$ cat config.mk
export PLATFORM = sky130hd
export DESIGN_NAME = bcd_scan_display
export DESIGN_NICKNAME = d
export VERILOG_FILES = /design/src/rtl/bcd_scan_display.sv
export SDC_FILE = /design/constraint.sdc
export NUM_CORES = 1
export LEC_CHECK = 0
export ABC_AREA = 0
export CORE_MARGIN = 2
export CORE_UTILIZATION = 50
export CTS_CLUSTER_SIZE = 30
export DETAILED_ROUTE_END_ITERATION = 12
export PLACE_DENSITY = 0.74
export REMOVE_ABC_BUFFERS = 1
export SYNTH_ARGS = -nofsm -noshare
export SYNTH_HDL_FRONTEND = slang
export SYNTH_SLANG_ARGS = --single-unit
$ cat constraint.sdc
create_clock -name clk -period 2.2 [get_ports clk]
set_input_delay 0.33 -clock clk [delete_from_list [all_inputs] [get_ports clk]]
set_output_delay 0.33 -clock clk [all_outputs]
set_load 0.02 [all_outputs]
$ cat src/rtl/bcd_scan_display.sv
// Time-multiplexed 7-segment driver for NDIG snapshotted BCD digits, with
// optional leading-zero blanking and a sticky flag for non-BCD input.
module bcd_scan_display #(
   parameter int NDIG     = 4,
   parameter int SCAN_DIV = 4,
   parameter int BLANK_LZ = 1
) (
   input  logic              clk,
   input  logic              reset,
   input  logic              load,
   input  logic [4*NDIG-1:0] digits,
   output logic [6:0]        seg,
   output logic [NDIG-1:0]   an,
   output logic              err
);

   localparam int IW = $clog2(NDIG);
   localparam int PW = (SCAN_DIV > 1) ? $clog2(SCAN_DIV) : 1;

   logic [4*NDIG-1:0] snap_q, snap_d;
   logic [PW-1:0]     pre_q, pre_d;
   logic [IW-1:0]     idx_q, idx_d;
   logic [6:0]        seg_q, seg_d;
   logic [NDIG-1:0]   an_q, an_d;
   logic              err_q, err_d;

   logic [3:0] cur_dig;
   logic [6:0] dec;
   logic       bad_in;
   logic       nonzero_above;
   logic       blank;

   always_comb begin
      snap_d = load ? digits : snap_q;

      pre_d = pre_q + 1'b1;
      idx_d = idx_q;
      if (pre_q == PW'(SCAN_DIV - 1)) begin
         pre_d = '0;
         idx_d = (idx_q == IW'(NDIG - 1)) ? '0 : idx_q + 1'b1;
      end

      bad_in        = 1'b0;
      cur_dig       = '0;
      nonzero_above = 1'b0;
      for (int unsigned i = 0; i < NDIG; i++) begin
         if (digits[4*i +: 4] > 4'd9) bad_in = 1'b1;
         if (idx_q == IW'(i)) cur_dig = snap_q[4*i +: 4];
         // Any nonzero digit at or above the scan position keeps it lit.
         if ((IW'(i) >= idx_q) && (snap_q[4*i +: 4] != 4'd0)) nonzero_above = 1'b1;
      end

      err_d = err_q | (load & bad_in);

      case (cur_dig)
         4'd0:    dec = 7'h3F;
         4'd1:    dec = 7'h06;
         4'd2:    dec = 7'h5B;
         4'd3:    dec = 7'h4F;
         4'd4:    dec = 7'h66;
         4'd5:    dec = 7'h6D;
         4'd6:    dec = 7'h7D;
         4'd7:    dec = 7'h07;
         4'd8:    dec = 7'h7F;
         4'd9:    dec = 7'h6F;
         default: dec = 7'h00;
      endcase

      blank = (BLANK_LZ != 0) && (idx_q != '0) && !nonzero_above;
      seg_d = blank ? 7'h00 : dec;
      an_d  = NDIG'(1) << idx_q;
   end

   always_ff @(posedge clk) begin
      if (reset) begin
         snap_q <= '0;
         pre_q  <= '0;
         idx_q  <= '0;
         seg_q  <= '0;
         an_q   <= '0;
         err_q  <= 1'b0;
      end else begin
         snap_q <= snap_d;
         pre_q  <= pre_d;
         idx_q  <= idx_d;
         seg_q  <= seg_d;
         an_q   <= an_d;
         err_q  <= err_d;
      end
   end

   assign seg = seg_q;
   assign an  = an_q;
   assign err = err_q;

endmodule

; ---- Word-level counts from Yosys, hierarchy flattened
; Memories as Yosys holds them, arrays and structs flattened. A register that Yosys moved wholly into a read port is not among the register bits.
; Cells that the tools add are included.
; Widths: inputs -> output; s select.
[classes]
n_eq_ne = 4
n_reduce_logical = 14
order_cmp = 8
bitwise = 2
n_shift = 1
muxes = 13
addsub = 2
[op_table]
columns = cell, n
row1 = $gt 4x4->1 const B, 4
row2 = $mux 4, 4
row3 = $reduce_bool 4->1, 4
row4 = $mux 1, 8
row5 = $eq 2x2->1 const B, 3
row6 = $logic_and 1x1->1, 5
row7 = $add 2x1->2 const B, 2
row8 = $ge 1x2->1 const A, 2
row9 = $ge 2x2->1 const A, 2
row10 = $reduce_or 2->1, 2
row11 = $shl 1x2->4 const A, 1
row12 = $eq 2x1->1 const B, 1
row13 = $logic_not 2->1, 1
row14 = $mux 2, 1
row15 = $reduce_bool 2->1, 1
row16 = $and 1x1->1, 1
row17 = $logic_not 1->1, 1
row18 = $or 1x1->1, 1
[totals]
ff_bits = 25
romBits = 112
inputBits = 19
n_memories = 1
out_inout_bits = 12
elab_cells = 50
[memory_table]
columns = memory, depth, word_bits, rd, rd_ports_with_merged_regs, write_ports, line_no
row1 = (no name shown), 16, 7, 1, 1, 0, 55  ; case (cur_dig)

; ---- Depth between registers and ports, before layout
; Gate-level depths: netlist of the first run.
[logic_depth]
word_depth = 9
mapped_depth = 8
mapped_depth_nobuf = 8

; ---- Worst setup path before layout of the first run
; No wires, ideal clock.
[synth_timing]
path_kind = reg-to-reg
from = register idx_q[1]
to = register seg_q[0] (netlist: seg[0])
period_less_slack_ns = 1.981
slack_ns = 0.219
setup_ns = 0.070
n_path_buf = 0
path_stages_with_launch = 7
t_required_ns = 2.130
arrival_ns = 1.911
cell_sequence = dfxtp_1 > inv_1 > ha_1 > nand3b_1 > a211oi_4 > mux2_2 > o2bb2ai_1
[synth_between]
elab_chain_cells = 9
word_cells_on_any_way = 24
classes_between = order compare: 4 / eq/ne: 3 / mux: 8 / reduce/logical: 9
[synth_lines]
columns = element, line_no
row1 = start: declaration, 22  ; logic [IW-1:0] idx_q, idx_d;
row2 = start signal: assignment, 85  ; idx_q <= idx_d;
row3 = $ge 1x2->1, 50  ; if ((IW'(i) >= idx_q) && (snap_q[4*i +: 4] != 4'd0)) nonzero_above = 1'b1;
row4 = $logic_and 1x1->1, 50
row5 = $mux 1 (4 in a row), 50
row6 = $logic_not 1->1, 69  ; blank = (BLANK_LZ != 0) && (idx_q != '0) && !nonzero_above;
row7 = $logic_and 1x1->1, 69
row8 = $reduce_or 2->1 (no line), n/a
row9 = end: declaration, 23  ; logic [6:0] seg_q, seg_d;
; Several ways; a longest one is shown, not always the timed one.
; A chain may end at the register's enable or synchronous reset.

; ---- Final worst setup path of the first run
[layout_timing]
from = register idx_q[0]
to = register seg_q[4] (netlist: seg[4])
; The elaborated chain is that of the path after synthesis.

==> results.toml, run 1 <==
[logic_synthesis]
ys_types = 31
synth_edf_count = 0
synth_flop_cell = "dfxtp_1"
yosysTopAreaCell = "dfxtp_1"
synth.mux.area_fraction = 0.137
synth_top_family_by_area = "compound AO/OA/AOI/OAI gates"
synth_area_leaders = "dfxtp_1, mux2i_1, ha_1"
synthCells = 151
ys_warn_count = 0
synth_fa_ha_area_frac = 0.0970
netlist.area_leader.share = 0.414
synth-xor-area-share = 0.00566
synth_seq_cells = 32
synthArstFlopShare = 0
synthSimpleGateAreaFrac = 0.137
syn_area_um2 = 1550
syn_avg_cell_area_um2 = 10.2
synth_compound_area_frac = 0.162
synth-seq-area-share = 0.414

[route]
dr.pass1.iters = 4
drcViolationCount = 0
routed_via_density = 5.51
drt-total-wl_mm = 3.20
final_antenna_net_count = 0
vias = 1240
wl_per_cell_um = 14.2
drt-initial-drc-count = 33

[sta]
period_needed_ps = 2060
finalSetupViolations = 0
tightest_slew_ps = 551
fin_skew_ps = 2.88
finalSetupTns_ps = 0
slew_headroom = 0.633
slew_viol_final = 0
max_freq_mhz = 484
finalHoldViolations = 0
finalCritPeriodShare = 0.939

[placed_design]
dp_hpwl_mm = 2.53
io_buffer_count = 30
place.gp.congestion = 0.890

[pwr]
powerDensity_nw_per_um2 = 646
p_switching_mw = 0.353
intPower_mw = 0.940
pwr-share-clk = 0.268
leakage_nw = 0.822
ir_worst_vdd_mv = 0.429
p_sw_frac = 0.273
p_seq_frac = 0.502
combinationalPowerShare = 0.230

[floorplanning]
num_rows = 20
design.core.area_um2 = 3000
initial_core_util = 0.515
fp.dieH_um = 59.6
die_w_um = 59.6
dieArea_um2 = 3560
io_pins = 31

[worst_setup_path]
path_class = "reg -> reg"
worst_setup_path_start_kind = "register"
reg2reg_depth = 6
worstPathArrival_ps = 2330
crit_fanout = 8
critPathCaptureType = "register"
worstPathRequired_ps = 2460

[clock_network]
numCtsBuffers = 5
cts_tree = "yes"
cts-htree-levels = 2
worstSkewPairLatency_ps = 330
clkTransAtPathRegs_ps = 90
cts_hold_buf = 0
clock_sinks = 32
cts-root-buf = "clkbuf_4"
cts_buffer_depth = 2

[final_layout]
areaGrowthSynthToFinish_pct = 29.3
nNetsFinal = 222
fin_util = 0.666
drive_gt1_frac = 0.135
n_antenna_cell = 0
fillers = 254

[worst_hold_path]
holdPathStages = 1
worst_hold_path_type = "reg -> reg"

[run_status]
status = "completed"

[grt]
grt_max_degree = 18
grt_antenna_before_repair = 0
grt_pass1_wl_mm = 5.33
grt-ovfl-total = 0
grt_pass1_vias = 1196
grt_usage = 0.205

[flow_run]
maxCapViolCount = 0
[state kept, by name, summed over array words and instances, names as in the netlist]
register,flops
an,4
err,1
idx_q,2
pre_q,2
seg,7
snap_q,16
[cell usage in the layout, fill, tap and decap left out, types with 2 or more instances in the layout]
cell type / count
nor3_1: 5
or4_1: 2
a211oi_2: 2
a221o_1: 3
nor3b_1: 5
nand3b_1: 4
buf_4: 8
a21oi_1: 4
clkbuf_4: 5
nor2_1: 21
ha_2: 2
a211oi_1: 3
dfxtp_2: 2
o2bb2ai_1: 5
ha_1: 10
inv_1: 10
mux2i_1: 20
clkdlybuf4s50_1: 30
o21ai_0: 4
clkbuf_1: 2
o21a_1: 2
dfxtp_1: 30
[cells in the mapped netlist, types with 2 or more instances]
| cell type | n |
|---|---|
| a211oi_1 | 3 |
| a211oi_2 | 2 |
| a21oi_1 | 4 |
| a221o_1 | 3 |
| clkbuf_1 | 3 |
| dfxtp_1 | 32 |
| ha_1 | 12 |
| inv_1 | 10 |
| mux2i_1 | 20 |
| nand3b_1 | 4 |
| nor2_1 | 21 |
| nor3_1 | 5 |
| nor3b_1 | 5 |
| o21a_1 | 2 |
| o21ai_0 | 4 |
| o2bb2ai_1 | 5 |
| or4_1 | 2 |
[critical path: stages (launching register included)]
cell and delay (ps):
dfxtp_2 370, inv_1 100, ha_1 320, nor3b_1 420
a211oi_4 110, a2111oi_4 490, o2bb2ai_1 180
[timing repair]
| item | in CTS | in global routing |
|---|---|---|
| setup endpoints to repair | 0 | 7 |
| gates resized for setup | 0 | 4 |
| buffers inserted | 0 | 2 |
[layer usage]
metal / up-vias / GRT usage / wire [um]
met5: - / 0 / 0
met4: 0 / 0.0921 / 52
met3: 6 / 0.0764 / 197
met2: 35 / 0.333 / 1560
met1: 577 / 0.240 / 1390
li1: 622 / - / -
[per-stage QoR]
stage	cells	setup slack [ps]	cell area (um2)	total power [mW]	hold WS (ps)
after detailed placement	215	33.5	1920	0.955	420
after global routing	225	-19.2	2000	1.36	455
after global placement	215	101	1920	0.945	408
final	225	135	2000	1.29	430
after CTS	223	6.38	1980	1.30	433
after floorplan	145	219	1510	0.812	396
[path summary, 6_finish.rpt]
kind / start / to / slack [ps]
hold / removal: pre_q[0] / pre_q[0] / 430
setup / recovery: idx_q[0] / seg[4] / 140
hold reg to reg: pre_q[0] / pre_q[0] / 430
setup reg to reg: idx_q[0] / seg[4] / 140
[cells by family after synthesis]
family | after synthesis
flops | 32
xor+xnor | 1
buf+inv | 16
fa+ha+maj | 12
mux | 21
compound gates | 28
simple gates | 41
[layout make-up]
cell class	count	area, um2	area share
multi-input combinational	103	840	0.420
sequential	32	643	0.321
timing repair buffer	39	380	0.190
clock buffer	8	58.8	0.0294
tap	33	41.3	0.0206
inverter	10	37.5	0.0188
[power by group through the flow]
| stage | registers [mW] | logic, mW | clock network [mW] |
|---|---|---|---|
| finish | 0.649 | 0.298 | 0.347 |
| floorplan | 0.685 | 0.128 | 0 |
| global placement | 0.661 | 0.284 | 0 |
| detailed placement | 0.662 | 0.292 | 0 |
| global route | 0.655 | 0.324 | 0.383 |
| CTS | 0.649 | 0.293 | 0.357 |
(Power assumes the default switching activity.)
==> run 2: changes to the inputs <==
CORE_UTILIZATION = 45   (was 50)
PLACE_DENSITY = 0.67   (was 0.74)
==> results.toml, run 2 (synthesized netlist as in run 1, its figures left out) <==
[clock_network]
cts_hold_buf = 0
clkTransAtPathRegs_ps = 100
clock_sinks = 32
cts-htree-levels = 2
worstSkewPairLatency_ps = 340
cts_tree = "yes"
cts_buffer_depth = 2
cts-root-buf = "clkbuf_4"
numCtsBuffers = 5

[worst_setup_path]
critPathTopFamily = "compound AO/OA/AOI/OAI gates"
reg2reg_from = "idx_q[0]"
path_class = "reg -> reg"
worst_setup_path_start_kind = "register"
cpPeakStageDelay_ps = 480
worstPathArrival_ps = 2280
crit_buf_inv = 1
crit_fanout = 8
r2r_slack_ps = 190
critPathCaptureType = "register"
crit_chain = "inv_1 -> ha_2 -> nor3b_1 -> a211oi_4 -> a2111oi_4 -> o2bb2ai_1"
cp-startpoint = "idx_q[0]"
worstPathRequired_ps = 2470
worst_path_max_delay_cell = "a2111oi_4"

[final_layout]
largest_register_ff_count = 16
nNetsFinal = 224
fin_area_um2 = 2040
n_antenna_cell = 0
drive_gt1_frac = 0.155
layout_common_cells = "dfxtp_1, clkdlybuf4s50_1, nor2_1"
areaGrowthSynthToFinish_pct = 32.0
final_common_cell = "dfxtp_1"
top_register = "snap_q"
fillers = 305

[pwr]
powerDensity_nw_per_um2 = 676
ir_worst_vdd_mv = 0.300
total_power_mw = 1.38
leakage_nw = 0.840

[worst_hold_path]
hp-start = "pre_q[0]"
worst_hold_path_type = "reg -> reg"

[route]
wl_per_cell_um = 13.2
dr.pass1.iters = 4
drt-total-wl_mm = 3.16
drt-initial-drc-count = 26
routed_via_density = 5.11
vias = 1226
drcViolationCount = 0
final_antenna_net_count = 0

[floorplanning]
design.core.area_um2 = 3310
die_w_um = 62.6
initial_core_util = 0.467
num_rows = 21
io_pins = 31
fp.dieH_um = 62.6
dieArea_um2 = 3920

[grt]
grt_antenna_before_repair = 0
grt_pass1_wl_mm = 5.42
grt-ovfl-total = 0
grt_pass1_vias = 1263
grt_usage = 0.177
grt_max_degree = 23

[sta]
period_needed_ps = 2010
finalHoldViolations = 0
tightest_slew_ps = 437
fin_skew_ps = 15.8
rsz0062_at_grt = "no"
max_freq_mhz = 497
finalCritPeriodShare = 0.915
slew_viol_final = 0
finalSetupViolations = 0
slew_headroom = 0.708
finalSetupTns_ps = 0

[placed_design]
place.gp.congestion = 0.959
placed_area_um2 = 1920
dp_hpwl_mm = 2.47
io_buffer_count = 30

[run_status]
status = "completed"

[flow_run]
maxCapViolCount = 0
[run 2: routing by layer]
metal	GRT usage	up-vias	part of all wire
met5	0	-	0
met4	0.0889	0	0.018
met3	0.0432	7	0.041
met2	0.316	21	0.50
met1	0.194	570	0.44
li1	-	628	-
[run 2: stage by stage]
stage / setup slack (ps) / std cells / utilization / hold slack [ps]
after detailed placement: 40.8 / 227 / 0.579 / 420
after global routing: 33.3 / 240 / 0.617 / 471
after floorplan: 219 / 145 / - / 396
after global placement: 127 / 227 / 0.579 / 408
after CTS: 31.5 / 236 / 0.604 / 437
final: 186 / 240 / 0.617 / 436
[run 2: final timing paths]
check / to / depth (start not counted)
worst max-delay path: seg[6] / 6
worst min-delay path: pre_q[0] / 1
worst max register to register: seg[6] / 6
worst min register to register: pre_q[0] / 1
[run 2: layout make-up]
| type | count | area, um2 | area share |
|---|---|---|---|
| Timing Repair Buffer | 41 | 383 | 0.187 |
| Multi-Input combinational cell | 103 | 847 | 0.415 |
| Clock inverter | 2 | 35.0 | 0.0171 |
| Sequential cell | 32 | 642 | 0.314 |
| Inverter | 10 | 37.5 | 0.0184 |
| Tap cell | 46 | 57.6 | 0.0282 |
| Clock buffer | 6 | 41.3 | 0.0202 |
[run 2: worst reg2reg max path, stage by stage (launching register included)]
cell and delay, ps:
dfxtp_1 360, inv_1 130, ha_2 280, nor3b_1 410
a211oi_4 110, a2111oi_4 480, o2bb2ai_1 160
[run 2: report_power, final]
group / leakage, nW / internal [mW] / total [mW] / switching [mW]
sequential: 0.265 / 0.625 / 0.648 / 0.0232
clock: 0.0422 / 0.238 / 0.436 / 0.198
combinational: 0.532 / 0.156 / 0.296 / 0.139
[run 2: repair_timing]
action,CTS,global route
setup buffers,1,4
endpoints found under the setup margin,1,7
hold endpoints to repair,0,0
gates resized for setup,0,5
pin swaps,1,3
==> run 3: changes to the inputs <==
CORE_MARGIN = unset   (was 2)
==> results.toml, run 3 (synthesized netlist as in run 1, its figures left out) <==
[sta]
max_freq_mhz = 475
slew_viol_final = 0
tightest_slew_ps = 452
fin_skew_ps = 1.68
slew_headroom = 0.699
rsz0062_at_grt = "no"
finalSetupViolations = 0
finalCritPeriodShare = 0.956
finalHoldViolations = 0
period_needed_ps = 2100

[grt]
grt_pass1_vias = 1238
grt_antenna_before_repair = 0
grt-ovfl-total = 0
grt_max_degree = 18
grt_usage = 0.202
grt_pass1_wl_mm = 5.29

[pwr]
leakage_nw = 0.840
p_switching_mw = 0.352
total_power_mw = 1.29
powerDensity_nw_per_um2 = 634
pwr-share-clk = 0.267
combinationalPowerShare = 0.231
intPower_mw = 0.940
ir_worst_vdd_mv = 0.389
p_seq_frac = 0.502
p_sw_frac = 0.272

[clock_network]
cts_tree = "yes"
worstSkewPairLatency_ps = 320
clkTransAtPathRegs_ps = 90
cts_buffer_depth = 2
numCtsBuffers = 5
cts-root-buf = "clkbuf_4"
cts_hold_buf = 0
cts-htree-levels = 2
clock_sinks = 32

[placed_design]
dp.cells = 226
place.gp.congestion = 0.853
dp_hpwl_mm = 2.44
io_buffer_count = 30

[worst_setup_path]
worstPathArrival_ps = 2330
reg2reg_from = "idx_q[0]"
critPathTopFamily = "compound AO/OA/AOI/OAI gates"
worst_setup_path_start_kind = "register"
crit_buf_inv = 3
cpPeakStageDelay_ps = 390
reg2reg_to = "seg[1]"
worstPathRequired_ps = 2430
r2r_slack_ps = 100
crit_chain = "inv_1 -> buf_4 -> ha_1 -> nand3b_1 -> a221o_1 -> buf_4 -> ha_1 -> a21oi_1 -> o21a_1"
worst_path_max_delay_cell = "a221o_1"
crit_fanout = 5
critPathCaptureType = "register"
path_class = "reg -> reg"
reg2reg_depth = 9

[final_layout]
fillers = 295
layout_common_cells = "dfxtp_1, clkdlybuf4s50_1, nor2_1"
stdcell_count = 239
n_antenna_cell = 0
largest_register_ff_count = 16
fin_util = 0.646
drive_gt1_frac = 0.159
top_register = "snap_q"
nNetsFinal = 225
areaGrowthSynthToFinish_pct = 31.6

[floorplanning]
dieArea_um2 = 3680
num_rows = 20
die_w_um = 60.6
design.core.area_um2 = 3150
fp.dieH_um = 60.6
initial_core_util = 0.491
io_pins = 31

[route]
routed_via_density = 5.19
wl_per_cell_um = 13.6
drt-total-wl_mm = 3.26
drt-initial-drc-count = 22
dr.pass1.iters = 4
drcViolationCount = 0
final_antenna_net_count = 0
vias = 1240

[flow_run]
maxCapViolCount = 0

[worst_hold_path]
holdPathStages = 1
worst_hold_path_type = "reg -> reg"
hp-start = "pre_q[0]"
worstHoldEndpoint = "pre_q[0]"

[run_status]
status = "completed"
[run 3: area by class of cell]
type                    instances  area, um2  share of cell area
multi-input cells             103        850               0.417
flip-flops and latches         32        646               0.317
clock buffers                   8       58.8              0.0289
repair buffers                 42        390               0.192
well taps                      44       55.1              0.0270
inverters                      10       37.5              0.0184
[run 3: layer usage]
| metal | share of wire | track usage | vias to the layer above |
|---|---|---|---|
| met4 | 0.022 | 0.123 | 0 |
| met5 | 0 | 0 | - |
| met2 | 0.48 | 0.334 | 33 |
| met1 | 0.45 | 0.229 | 572 |
| li1 | - | - | 628 |
| met3 | 0.044 | 0.0576 | 7 |
[run 3: power by group through the flow]
stage | combinational (mW) | clock (mW) | sequential, mW
after floorplan | 0.128 | 0 | 0.685
after detailed placement | 0.286 | 0 | 0.661
after global routing | 0.325 | 0.377 | 0.654
final | 0.299 | 0.345 | 0.648
after global placement | 0.278 | 0 | 0.661
after CTS | 0.295 | 0.354 | 0.648
[run 3: worst max path at each step]
stage / startpoint / to / slack, ps / cells after the start
after floorplan: idx_q[1] / seg[0] / 220 / 6
after global placement: idx_q[1] / seg[3] / 80 / 6
after detailed placement: idx_q[1] / seg[0] / -30 / 6
after CTS: idx_q[1] / seg[0] / 70 / 8
after global routing: idx_q[0] / seg[1] / 6 / 9
final: idx_q[0] / seg[1] / 100 / 9
[run 3: worst reg2reg max path: cells and delay by family (launching register included)]
family          cells  cell delay (ps)
buf+inv             3              370
compound gates      3              630
fa+ha+maj           2              560
simple gates        1              100
flops               1              360
[run 3: through the flow]
stage	TNS, ps	area, um2	hold slack, ps	setup WS, ps
floorplan	0	1510	396	219
global placement	0	1920	406	83.2
detailed placement	-42.9	1920	415	-26.7
CTS	0	2000	430	70.4
global route	0	2040	467	6.17
finish	0	2040	427	96.4
[run 3: what timing repair did]
action	in CTS	in global routing
pin swaps	2	3
gates resized for setup	1	6
buffers inserted	3	2
endpoints found under the setup margin	4	7
cloned	0	0
